`src/rtl/mic_spi_sampler_pkg.sv`:
```
// mic_pkg: shared types and default geometry for the microphone ADC sampler.
//   mic_state_t      : sampler FSM states (QUIET, ARM, SHIFT, DONE)
//   MIC_DATA_W       : ADC sample width
//   MIC_FRAME_BITS   : sclk rising edges per chip-select-low frame
//   MIC_LEAD_ZEROS   : zero bits the ADC sends ahead of the sample MSB
//   MIC_QUIET_EDGES  : sclk rising edges with cs_n high between frames
package mic_pkg;

  typedef enum logic [1:0] {
    QUIET = 2'd0,
    ARM   = 2'd1,
    SHIFT = 2'd2,
    DONE  = 2'd3
  } mic_state_t;

  localparam int MIC_DATA_W      = 12;
  localparam int MIC_FRAME_BITS  = 16;
  localparam int MIC_LEAD_ZEROS  = 3;
  localparam int MIC_QUIET_EDGES = 4;

endpackage

```
`src/rtl/mic_spi_sampler_edge_detect.sv`:
```
// edge_detect: registers a same-domain level and flags its transitions.
//   clk    : clock
//   srst   : synchronous active-high reset (clears the delayed copy)
//   sig_in : level to watch
//   rise   : combinational, high while sig_in=1 and the delayed copy is 0
//   fall   : combinational, high while sig_in=0 and the delayed copy is 1
//   sig_q  : sig_in delayed by one clk cycle
module edge_detect (
  input  logic clk,
  input  logic srst,
  input  logic sig_in,
  output logic rise,
  output logic fall,
  output logic sig_q
);

  logic sig_reg;

  always_ff @(posedge clk) begin
    if (srst) begin
      sig_reg <= 1'b0;
    end else begin
      sig_reg <= sig_in;
    end
  end

  assign rise  = sig_in & ~sig_reg;
  assign fall  = ~sig_in & sig_reg;
  assign sig_q = sig_reg;

endmodule

```
`src/rtl/mic_spi_sampler.sv`:
```
// mic_spi_sampler: runs the SPI read cycle of a 12-bit microphone ADC off the
// divided serial clock and hands each sample downstream over valid/ready.
//   inClock      : system clock (sole clock domain)
//   reset        : synchronous active-high reset
//   sclkIn       : divided clock from the divider, treated as data
//   miso         : ADC serial data, MSB first
//   cs_n         : ADC chip select, active-low
//   sclk         : ADC serial clock, sclkIn delayed one inClock cycle
//   sample       : captured sample (two's complement when SIGNED_OUT=1)
//   sample_valid : sample available
//   sample_ready : consumer accepts sample
//   overrun      : sticky, a sample was overwritten before being accepted
module mic_spi_sampler
  import mic_pkg::*;
#(
  parameter int DATA_W      = MIC_DATA_W,
  parameter int FRAME_BITS  = MIC_FRAME_BITS,
  parameter int LEAD_ZEROS  = MIC_LEAD_ZEROS,
  parameter int QUIET_EDGES = MIC_QUIET_EDGES,
  parameter int SIGNED_OUT  = 1
) (
  input  logic              inClock,
  input  logic              reset,
  input  logic              sclkIn,
  input  logic              miso,
  output logic              cs_n,
  output logic              sclk,
  output logic [DATA_W-1:0] sample,
  output logic              sample_valid,
  input  logic              sample_ready,
  output logic              overrun
);

  localparam int BIT_CNT_W   = $clog2(FRAME_BITS + 1);
  localparam int QUIET_CNT_W = $clog2(QUIET_EDGES + 1);
  // The leading zeros fall off the top of the shifter; only the sample
  // window and the trailing bits below it are kept.
  localparam int SHIFT_W     = FRAME_BITS - LEAD_ZEROS;

  localparam logic [BIT_CNT_W-1:0]   BIT_LAST   = BIT_CNT_W'(FRAME_BITS - 1);
  localparam logic [BIT_CNT_W-1:0]   BIT_ONE    = BIT_CNT_W'(1);
  localparam logic [QUIET_CNT_W-1:0] QUIET_LAST = QUIET_CNT_W'(QUIET_EDGES - 1);
  localparam logic [QUIET_CNT_W-1:0] QUIET_ONE  = QUIET_CNT_W'(1);

  logic rise_c, fall_c, sclk_q;
  logic primed_reg, rise_reg, fall_reg;

  mic_state_t             state_reg, state_next;
  logic [QUIET_CNT_W-1:0] quiet_cnt_reg, quiet_cnt_next;
  logic [BIT_CNT_W-1:0]   bit_cnt_reg, bit_cnt_next;
  logic [SHIFT_W-1:0]     shift_reg, shift_next;
  logic                   cs_n_reg, cs_n_next;
  logic                   capture;

  logic [DATA_W-1:0] raw, sample_cap;
  logic [DATA_W-1:0] sample_reg;
  logic              valid_reg, overrun_reg;

  edge_detect u_sclk_edge (
    .clk    (inClock),
    .srst   (reset),
    .sig_in (sclkIn),
    .rise   (rise_c),
    .fall   (fall_c),
    .sig_q  (sclk_q)
  );

  // Edge strobes are registered once. The delayed copy is cleared by reset,
  // so the first cycle afterwards would report a false rise if sclkIn is
  // high; primed_reg masks that cycle.
  always_ff @(posedge inClock) begin
    if (reset) begin
      primed_reg <= 1'b0;
      rise_reg   <= 1'b0;
      fall_reg   <= 1'b0;
    end else begin
      primed_reg <= 1'b1;
      rise_reg   <= rise_c & primed_reg;
      fall_reg   <= fall_c & primed_reg;
    end
  end

  always_ff @(posedge inClock) begin
    if (reset) begin
      state_reg     <= QUIET;
      quiet_cnt_reg <= '0;
      bit_cnt_reg   <= '0;
      shift_reg     <= '0;
      cs_n_reg      <= 1'b1;
    end else begin
      state_reg     <= state_next;
      quiet_cnt_reg <= quiet_cnt_next;
      bit_cnt_reg   <= bit_cnt_next;
      shift_reg     <= shift_next;
      cs_n_reg      <= cs_n_next;
    end
  end

  always_comb begin
    state_next     = state_reg;
    quiet_cnt_next = quiet_cnt_reg;
    bit_cnt_next   = bit_cnt_reg;
    shift_next     = shift_reg;
    capture        = 1'b0;
    case (state_reg)
      QUIET: begin
        if (rise_reg) begin
          if (quiet_cnt_reg == QUIET_LAST) begin
            quiet_cnt_next = '0;
            state_next     = ARM;
          end else begin
            quiet_cnt_next = quiet_cnt_reg + QUIET_ONE;
          end
        end
      end
      ARM: begin
        // Dropping cs_n on a falling edge lets the ADC present its first
        // bit before the first rising edge of the frame.
        if (fall_reg) begin
          state_next = SHIFT;
        end
      end
      SHIFT: begin
        if (rise_reg) begin
          shift_next   = {shift_reg[SHIFT_W-2:0], miso};
          bit_cnt_next = bit_cnt_reg + BIT_ONE;
          if (bit_cnt_reg == BIT_LAST) begin
            state_next = DONE;
          end
        end
      end
      DONE: begin
        capture      = 1'b1;
        bit_cnt_next = '0;
        state_next   = QUIET;
      end
      default: begin
        state_next = QUIET;
      end
    endcase
    // cs_n follows the state being entered so it is a clean register output.
    cs_n_next = (state_next != SHIFT);
  end

  assign raw = shift_reg[SHIFT_W-1 -: DATA_W];

  // Offset-binary to two's complement is an MSB inversion.
  for (genvar gi = 0; gi < DATA_W; gi++) begin : g_fmt
    if (SIGNED_OUT != 0 && gi == DATA_W - 1) begin : g_inv
      assign sample_cap[gi] = ~raw[gi];
    end else begin : g_pass
      assign sample_cap[gi] = raw[gi];
    end
  end

  always_ff @(posedge inClock) begin
    if (reset) begin
      sample_reg  <= '0;
      valid_reg   <= 1'b0;
      overrun_reg <= 1'b0;
    end else if (capture) begin
      sample_reg <= sample_cap;
      valid_reg  <= 1'b1;
      // A capture coinciding with a transfer replaces an accepted sample.
      if (valid_reg && !sample_ready) begin
        overrun_reg <= 1'b1;
      end
    end else if (valid_reg && sample_ready) begin
      valid_reg <= 1'b0;
    end
  end

  assign cs_n         = cs_n_reg;
  assign sclk         = sclk_q;
  assign sample       = sample_reg;
  assign sample_valid = valid_reg;
  assign overrun      = overrun_reg;

endmodule

```
`config.mk`:
```
export PLATFORM = sky130hd
export DESIGN_NAME = mic_spi_sampler
export DESIGN_NICKNAME = d
export VERILOG_FILES = /design/src/rtl/mic_spi_sampler_pkg.sv /design/src/rtl/mic_spi_sampler_edge_detect.sv /design/src/rtl/mic_spi_sampler.sv
export SDC_FILE = /design/constraint.sdc
export NUM_CORES = 1
export LEC_CHECK = 0
export ABC_AREA = 1
export CORE_ASPECT_RATIO = 0.5
export CORE_MARGIN = 5
export CORE_UTILIZATION = 40
export CTS_CLUSTER_SIZE = 25
export DETAILED_ROUTE_END_ITERATION = 6
export GPL_TIMING_DRIVEN = 0
export SLEW_MARGIN = 30
export SYNTH_ARGS = -nofsm -noshare
export SYNTH_HDL_FRONTEND = slang
export SYNTH_HIERARCHICAL = 1
export SYNTH_SLANG_ARGS = --single-unit
```
`constraint.sdc`:
```
create_clock -name inClock -period 1.3 [get_ports inClock]
set_input_delay 0.195 -clock inClock [delete_from_list [all_inputs] [get_ports inClock]]
set_output_delay 0.195 -clock inClock [all_outputs]
set_load 0.02 [all_outputs]
```
==> results of run 1 <==
cell families (layout without fill, tap and decap cells):
kind of cell	Yosys count	count (layout)	share of synthesized area (%)
adder cells (fa/ha/maj)	3	3	2.45
flip-flops	42	42	54.8
AND/OR/NAND/NOR	96	96	25.1
AO/OA/AOI/OAI	37	37	12.1
buffers and inverters	20	52	5.54
layout by cell type (no fill, tap or decap), drive strengths merged:
| cell type | synthesis | final |
|---|---|---|
| nor2 | 66 | 66 |
| dfxtp | 42 | 42 |
| o21ai | 28 | 28 |
| nand2 | 19 | 19 |
| dlygate4sd2 | 0 | 16 |
| inv | 12 | 12 |
| clkbuf | 4 | 10 |
| nand3 | 9 | 9 |
| a21oi | 8 | 8 |
| buf | 4 | 8 |
| clkdlybuf4s50 | 0 | 4 |
| ha | 3 | 3 |
| nor3 | 1 | 1 |
| a31oi | 1 | 1 |
| nand4 | 1 | 1 |
| bufinv | 0 | 1 |
| clkinvlp | 0 | 1 |
worst max-delay path, stage by stage (launching register included):
cell     delay [ns]
dfxtp_4        0.36
ha_4           0.16
nand2_2        0.07
nor2_1         0.04
ha_1           0.16
nand2_1        0.06
nand2_1        0.06
nor2_2         0.12
nand2_1        0.06
power by group:
part           switching, W  internal (W)
clock network      0.000441      0.000573
registers        0.00000444       0.00129
logic             0.0000431     0.0000298
worst paths after layout:
kind	cells after the start	slack [ns]	to	start
worst max-delay path	8	0.09	cs_n	bit_cnt_reg[0]
worst min-delay path	2	0.44	rise_reg	primed_reg
worst max register to register	8	0.09	cs_n	bit_cnt_reg[0]
worst min register to register	2	0.44	rise_reg	primed_reg
through the flow:
step	setup TNS (ns)	area, um^2	power [W]
6_report	0	1960	0.00238
5_1_grt	-0.00124	1960	0.00249
4_1_cts	0	1890	0.00242
3_5_place_dp	-3.51	1800	0.00140
3_3_place_gp	-3.20	1800	0.00140
2_1_floorplan	0	1540	0.00137
area by class of cell:
cell class,count,area [um^2]
buffer,8,43.8
fill,347,1610
sequential,42,848
clock inverter,2,37.5
timing repair buffer,24,210
multi-input combinational,136,639
clock buffer,6,72.6
inverter,12,45.0
tap,51,63.8
what timing repair did:
item / 4_1_cts / 5_1_grt
hold endpoints to repair: 0 / 0
pin swaps: 0 / 3
resized for setup: 18 / 13
buffers inserted: 0 / 4
endpoints found under the setup margin: 18 / 21
layer usage:
metal	vias up	part of all wire, %	global-route usage [%]
met3	5	4.8	4.92
met4	0	1.1	4.83
met1	577	49	15.0
met2	19	45	22.4
li1	691	-	-
met5	-	0	0
cells in the mapped netlist:
library cell  count
o21ai_1          20
dfxtp_1          42
nor2_4            1
nor3_1            1
nand3_1           9
o21ai_0           8
nor2_1           65
nand2_1          18
buf_2             2
nand4_1           1
buf_4             2
inv_2             2
inv_1            10
a31oi_1           1
nand2_2           1
a21oi_1           8
ha_1              3
clkbuf_1          4
==> metrics.txt, run 1 <==
outcome finished, final reports clean; Final min period 1.21 ns; Worst Path Required 1.48 ns; CTS H-tree lvls 2; actual slew at the worst max-slew pin approximately 0.45 ns; final period utilization roughly 93%; die width 97.6 um; Critical Path Start Type flip-flop; n_diodes 0; CTS tree yes; Die Y 53.8 um; Largest register FFs 13; Synth area leaders dfxtp_1, nor2_1, o21ai_1, nand2_1, nand3_1; Post-Layout Cell Count 281; Vias/cell about 4.6; vias in the first global route 1171; Yosys reg bits between 40 and 50; Cell Area, Synth 1540 um^2; Slew headroom 69.9%; Root Buffer clkbuf_8; top-area cell type share of the netlist area 54.8%; critical-path maximum fanout 3; core area around 3600 um^2; DRT iter0 DRCs 50; DRC violations left 0; Synth cell types 18; FP Rows 15; Synth Instances 198; Layout Utilization 55.0%; Synthesis Warnings 6; Routed WL slightly above 3000 um; PwrDens 1210 nW/um^2; Post-layout nets 237; Initial Util 43.1%; crit path DAT 1.39 ns; layout cell share with drive strength beyond 1 a little over an eighth; WL per Instance ~11 um; final hold slack 0.437 ns; Post-Syn Area per Cell 7.75 um^2; IO buf count 20; CTS Hold Bufs 0; CP Class flip-flop to flip-flop; Min-Delay Path Class flip-flop to flip-flop; clock sinks 42; placed insts ~270; Final ANT Viol Nets 0; Die Area between 5000 and 6000 um^2; largest net degree at the start of global routing 14; CTS buffer count 5; Clock transition at path regs 0.08 ns; Max-cap violations 0; final count of negative-setup-slack endpoints 0; crit path capture type flip-flop; Mapped Nets 206; Hold Violations, Final 0; Synth area leader dfxtp_1; Lkg Pwr 0.824 nW; fin. max-slew vios 0; grt ovf 0; final setup margin 0.0894 ns; pre-CTS WS -0.432 ns; initial antenna violation count 0; via count 1292; GR Util All Layers 12.9%; skew final 0.00872 ns; DRT Pass-1 Iters 4; VDD IR-drop max 722 uV; gpl congestion 0.724; Area Growth Syn to Fin 27.7%; first-pass GRT wire length roughly 5200 um; maximum clock path buffer count 2; clock latency at the later pin of the worst-skew pair 0.29 ns; I/O pin count 21; Max Freq 826 MHz; register area share after synthesis a little over half; detailed placer's ending HPWL 2100 um
(Power assumes the default switching activity.)
==> inputs of run 2 (changes only) <==
ABC_CLOCK_PERIOD_IN_PS = 1300   (was unset)
CAP_MARGIN = 0   (was unset)
SETUP_SLACK_MARGIN = 0.4   (was unset)
==> metrics.txt, run 2 (synthesized netlist as in run 1, its figures left out) <==
crit path DAT 1.34 ns (was 1.39 ns); largest net degree at the start of global routing 14 (unchanged); Post-layout nets 254 (was 237); Root Buffer clkbuf_8 (unchanged); commonest cells after routing, fill and taps aside nor2_1, buf_6, dfxtp_1 (was nor2_1, dfxtp_1, o21ai_1); via count 1397 (was 1292); Hold Path End rise_reg (unchanged); metal2 WL 1680 um (was 1360 um); FP Rows 15 (unchanged); skew final 0.00537 ns (was 0.00872 ns); n_diodes 0 (unchanged); most common cell after layout, fill and taps aside nor2_1 (unchanged); met3 WL 125 um (was 145 um); Met1 Routed Length 1800 um (was 1490 um); vias in the first global route 1201 (was 1171); initial antenna violation count 0 (unchanged); DR top layer met4 (unchanged); final instance area 2460 um^2 (was 1960 um^2); detailed placer's ending HPWL 2140 um (was 2100 um); DRC violations left 0 (unchanged); Max-cap violations 0 (unchanged); Final ANT Viol Nets 0 (unchanged); CTS tree yes (unchanged); core area 3570 um^2 (unchanged); CP Class flip-flop to flip-flop (unchanged); Min-Delay Path Class flip-flop to flip-flop (unchanged); first-pass GRT wire length 5440 um (was 5220 um); CTS Hold Bufs 0 (unchanged); Largest register FFs 13 (unchanged); fin. max-slew vios 0 (unchanged); clock latency at the later pin of the worst-skew pair 0.29 ns (about the same); HP Start primed_reg (unchanged); final period utilization 89.1% (was 93.1%); die width 97.6 um (unchanged); Max Freq 863 MHz (was 826 MHz); maximum clock path buffer count 2 (unchanged); Area Growth Syn to Fin 60.0% (was 27.7%); Critical Path Start Type flip-flop (unchanged); Initial Util 43.1% (unchanged); DRT iter0 DRCs 69 (was 50); I/O pin count 21 (unchanged); gpl congestion 0.797 (was 0.724); IO buf count 20 (unchanged); grt ovf 0 (unchanged); placed insts 269 (unchanged); Hold Violations, Final 0 (unchanged); Die Y 53.8 um (unchanged); Slew headroom 83.2% (was 69.9%); flop2flop setup slack 0.14 ns (was 0.09 ns); actual slew at the worst max-slew pin 0.250 ns (was 0.451 ns); critical-path maximum fanout 2 (was 3); GR Util All Layers 13.6% (was 12.9%); final count of negative-setup-slack endpoints 0 (unchanged); Worst Path Required 1.48 ns (about the same); PwrDens 945 nW/um^2 (was 1210 nW/um^2); VDD IR-drop max 482 uV (was 722 uV); CTS buffer count 5 (unchanged); RSZ-0062 raised after global routing true; WL per Instance 12.2 um (was 10.8 um); crit path capture type flip-flop (unchanged); Post-Layout Cell Count 298 (was 281); Vias/cell 4.69 (was 4.60); DRT Pass-1 Iters 4 (unchanged); CTS H-tree lvls 2 (unchanged); Die Area 5250 um^2 (unchanged); Hold Path Cell Cnt 2 (unchanged); Final min period 1.16 ns (was 1.21 ns); layout cell share with drive strength beyond 1 44.9% (was 13.0%); Lkg Pwr 0.997 nW (was 0.824 nW); clock sinks 42 (unchanged); Register-to-Register Path Depth 7 (was 8); R2R Path Start bit_cnt_reg[1] (was bit_cnt_reg[0]); Clock transition at path regs 0.08 ns (about the same); outcome finished, final reports clean (unchanged); Reg2Reg Capture Point bit_cnt_reg[4] (was cs_n); Routed WL 3620 um (was 3030 um); placed inst area 1840 um^2 (was 1800 um^2)
[run 2: critical path, stage by stage, from the launching register on]
cell,delay (ns)
dfxtp_4,0.36
ha_4,0.16
nand2_4,0.08
nor2_4,0.04
ha_4,0.25
nor2_1,0.03
nor2_1,0.09
nor2_1,0.04
[run 2: report_power, final]
| group | switching (W) | internal, W | total, W | leakage (nW) |
|---|---|---|---|---|
| combinational | 0.0000484 | 0.0000417 | 0.0000902 | 0.597 |
| clock | 0.000447 | 0.000496 | 0.000942 | 0.0496 |
| sequential | 0.00000652 | 0.00128 | 0.00129 | 0.350 |
| total | 0.000502 | 0.00182 | 0.00232 | 0.997 |
[run 2: cell type report]
cell class	instances	area (um^2)
multi-input cells	137	823
inverters	12	62.6
clock inverters	1	7.51
fillers	277	1110
clock buffers	7	97.6
plain buffers	8	90.1
well taps	51	63.8
flip-flops and latches	42	880
repair buffers	40	432
[run 2: how the worst max path moves through the flow]
stage	startpoint	end	slack, ns	depth (start not counted)
detailed placement	reset	cs_n	-0.33	6
floorplan	bit_cnt_reg[0]	cs_n	0.18	8
global route	reset	cs_n	0.06	6
global placement	reset	cs_n	-0.34	6
finish	bit_cnt_reg[1]	bit_cnt_reg[4]	0.14	7
CTS	bit_cnt_reg[0]	cs_n	0.11	8
[run 2: layer usage]
metal  vias to the layer above  track usage [%]
li1                        737                -
met1                       636             15.8
met2                        22             23.1
met3                         2             4.66
met4                         0             6.90
met5                         -                0
[run 2: stage by stage]
stage	TNS (ns)	total power (W)	utilization (%)	hold WS, ns	setup slack, ns
floorplan	0	0.00137	-	0.267	0.180
global placement	-3.38	0.00140	51.6	0.410	-0.340
detailed placement	-3.78	0.00140	51.6	0.412	-0.331
CTS	0	0.00234	60.7	0.422	0.114
global route	0	0.00242	68.9	0.448	0.0600
finish	0	0.00232	68.9	0.426	0.141
[run 2: what timing repair did]
item / 4_1_cts / 5_1_grt
gates resized for setup: 139 / 54
setup endpoints to repair: 57 / 54
gates cloned: 3 / 1
pin swaps: 14 / 14
buffers inserted: 10 / 7
hold endpoints to repair: 0 / 0
==> inputs of run 3 (changes only) <==
GPL_ROUTABILITY_DRIVEN = 0   (was unset)
SKIP_CTS_REPAIR_TIMING = 1   (was unset)
==> metrics.txt, run 3 (synthesized netlist as in run 1, its figures left out) <==
outcome finished, final reports clean (unchanged); CP Class flip-flop to flip-flop (unchanged); Initial Util 43.1% (unchanged); DRC violations left 0 (unchanged); layout cell share with drive strength beyond 1 37.2% (was 44.9%); DRT iter0 DRCs 60 (was 69); Die Area 5250 um^2 (unchanged); grt ovf 0 (unchanged); Max-cap violations 0 (unchanged); clock latency at the later pin of the worst-skew pair 0.29 ns (about the same); flop2flop setup slack 0.12 ns (was 0.14 ns); Hold Path End rise_reg (unchanged); fin. max-slew vios 0 (unchanged); Largest register FFs 13 (unchanged); Lkg Pwr 0.918 nW (was 0.997 nW); Max Freq 844 MHz (was 863 MHz); initial antenna violation count 0 (unchanged); Die Y 53.8 um (unchanged); Critical Path Start Type flip-flop (unchanged); first-pass GRT wire length 4970 um (was 5440 um); critical-path maximum fanout 4 (was 2); GR Util All Layers 12.4% (was 13.6%); PwrDens 1050 nW/um^2 (was 945 nW/um^2); FP Rows 15 (unchanged); die width 97.6 um (unchanged); final period utilization 91.1% (was 89.1%); Register-to-Register Path Depth 8 (was 7); CTS H-tree lvls 2 (unchanged); VDD IR-drop max 494 uV (was 482 uV); DRT Pass-1 Iters 4 (unchanged); Clock transition at path regs 0.08 ns (about the same); RSZ-0062 raised after global routing true (unchanged); vias in the first global route 1132 (was 1201); core area 3570 um^2 (unchanged); actual slew at the worst max-slew pin 0.287 ns (was 0.250 ns); Slew headroom 80.9% (was 83.2%); Min-Delay Path Class flip-flop to flip-flop (unchanged); Root Buffer clkbuf_8 (unchanged); Post-Layout Cell Count 285 (was 298); CTS buffer count 5 (unchanged); skew final 0.00767 ns (was 0.00537 ns); Hold Violations, Final 0 (unchanged); final hold slack 0.425 ns (was 0.426 ns); HP Start primed_reg (unchanged); final count of negative-setup-slack endpoints 0 (unchanged); commonest cells after routing, fill and taps aside nor2_1, dfxtp_1, buf_6 (was nor2_1, buf_6, dfxtp_1); Final ANT Viol Nets 0 (unchanged); placed insts 269 (unchanged); n_diodes 0 (unchanged); Reg2Reg Capture Point cs_n (was bit_cnt_reg[4]); Hold Path Cell Cnt 2 (unchanged); WL per Instance 11.5 um (was 12.2 um); detailed placer's ending HPWL 2140 um (unchanged); CTS tree yes (unchanged); crit path capture type flip-flop (unchanged); most common cell after layout, fill and taps aside nor2_1 (unchanged); largest net degree at the start of global routing 14 (unchanged); Final min period 1.18 ns (was 1.16 ns); maximum clock path buffer count 2 (unchanged); Vias/cell 4.71 (was 4.69); IO buf count 20 (unchanged); Layout Utilization 61.8% (was 68.9%); Worst Path Required 1.48 ns (about the same); I/O pin count 21 (unchanged); Post-layout nets 241 (was 254); Routed WL 3280 um (was 3620 um); Area Growth Syn to Fin 43.6% (was 60.0%); via count 1341 (was 1397); R2R Path Start bit_cnt_reg[1] (unchanged); crit path DAT 1.37 ns (was 1.34 ns); clock sinks 42 (unchanged)
## run 3: cell types whose count changed in the layout (fill, tap and decap cells not counted), moves of 3 or more
| cell | before | now |
|---|---|---|
| buf_4 | 9 | 5 |
| nand3_2 | 5 | 1 |
| nor2_4 | 7 | 2 |
| buf_6 | 26 | 20 |
| inv_2 | 0 | 4 |
| o21ai_1 | 18 | 11 |
| nand2_1 | 11 | 14 |
| nor2_1 | 56 | 62 |
| o21ai_2 | 4 | 11 |
| nand3_1 | 3 | 7 |
## run 3: report_power, final
group	internal (W)	switching, W	leakage [nW]
Combinational	0.0000392	0.0000477	0.518
Sequential	0.00128	0.00000577	0.350
Clock	0.000495	0.000437	0.0496
Total	0.00182	0.000491	0.918
## run 3: critical path, stage by stage, from the launching register on
cell	delay [ns]
dfxtp_4	0.37
ha_4	0.16
nand2_4	0.07
nor2_2	0.05
ha_4	0.15
nand2_2	0.06
nand2_2	0.07
nor2_4	0.11
nand2_1	0.05
## run 3: worst max path at each step
| stage | from | to | slack (ns) | cells after the start |
|---|---|---|---|---|
| floorplan | bit_cnt_reg[0] | cs_n | 0.18 | 8 |
| global placement | reset | cs_n | -0.34 | 6 |
| detailed placement | reset | cs_n | -0.33 | 6 |
| CTS | sample_valid | sample_valid | -0.17 | 1 |
| global route | bit_cnt_reg[1] | cs_n | 0.04 | 8 |
| finish | bit_cnt_reg[1] | cs_n | 0.12 | 8 |
## run 3: routing by layer
metal,vias to the layer above,share of wire (%),GRT usage (%)
li1,710,-,-
met3,4,3.9,4.66
met5,-,0,0
met2,19,45,20.0
met4,0,1.5,6.90
met1,608,50,14.7
## run 3: area by class of cell
type / count / area, um^2
clock buffer: 7 / 97.6
timing repair buffer: 27 / 303
fill: 330 / 1360
inverter: 12 / 45.0
sequential: 42 / 877
clock inverter: 1 / 7.51
tap: 51 / 63.8
multi-input combinational: 137 / 741
buffer: 8 / 70.1
## run 3: metrics by stage
step / power [W] / setup TNS, ns / cell area [um^2] / worst slack (ns)
finish: 0.00231 / 0 / 2200 / 0.116
global route: 0.00241 / 0 / 2200 / 0.0425
CTS: 0.00234 / -2.27 / 1950 / -0.171
detailed placement: 0.00140 / -3.78 / 1840 / -0.331
global placement: 0.00140 / -3.38 / 1840 / -0.340
floorplan: 0.00137 / 0 / 1580 / 0.180
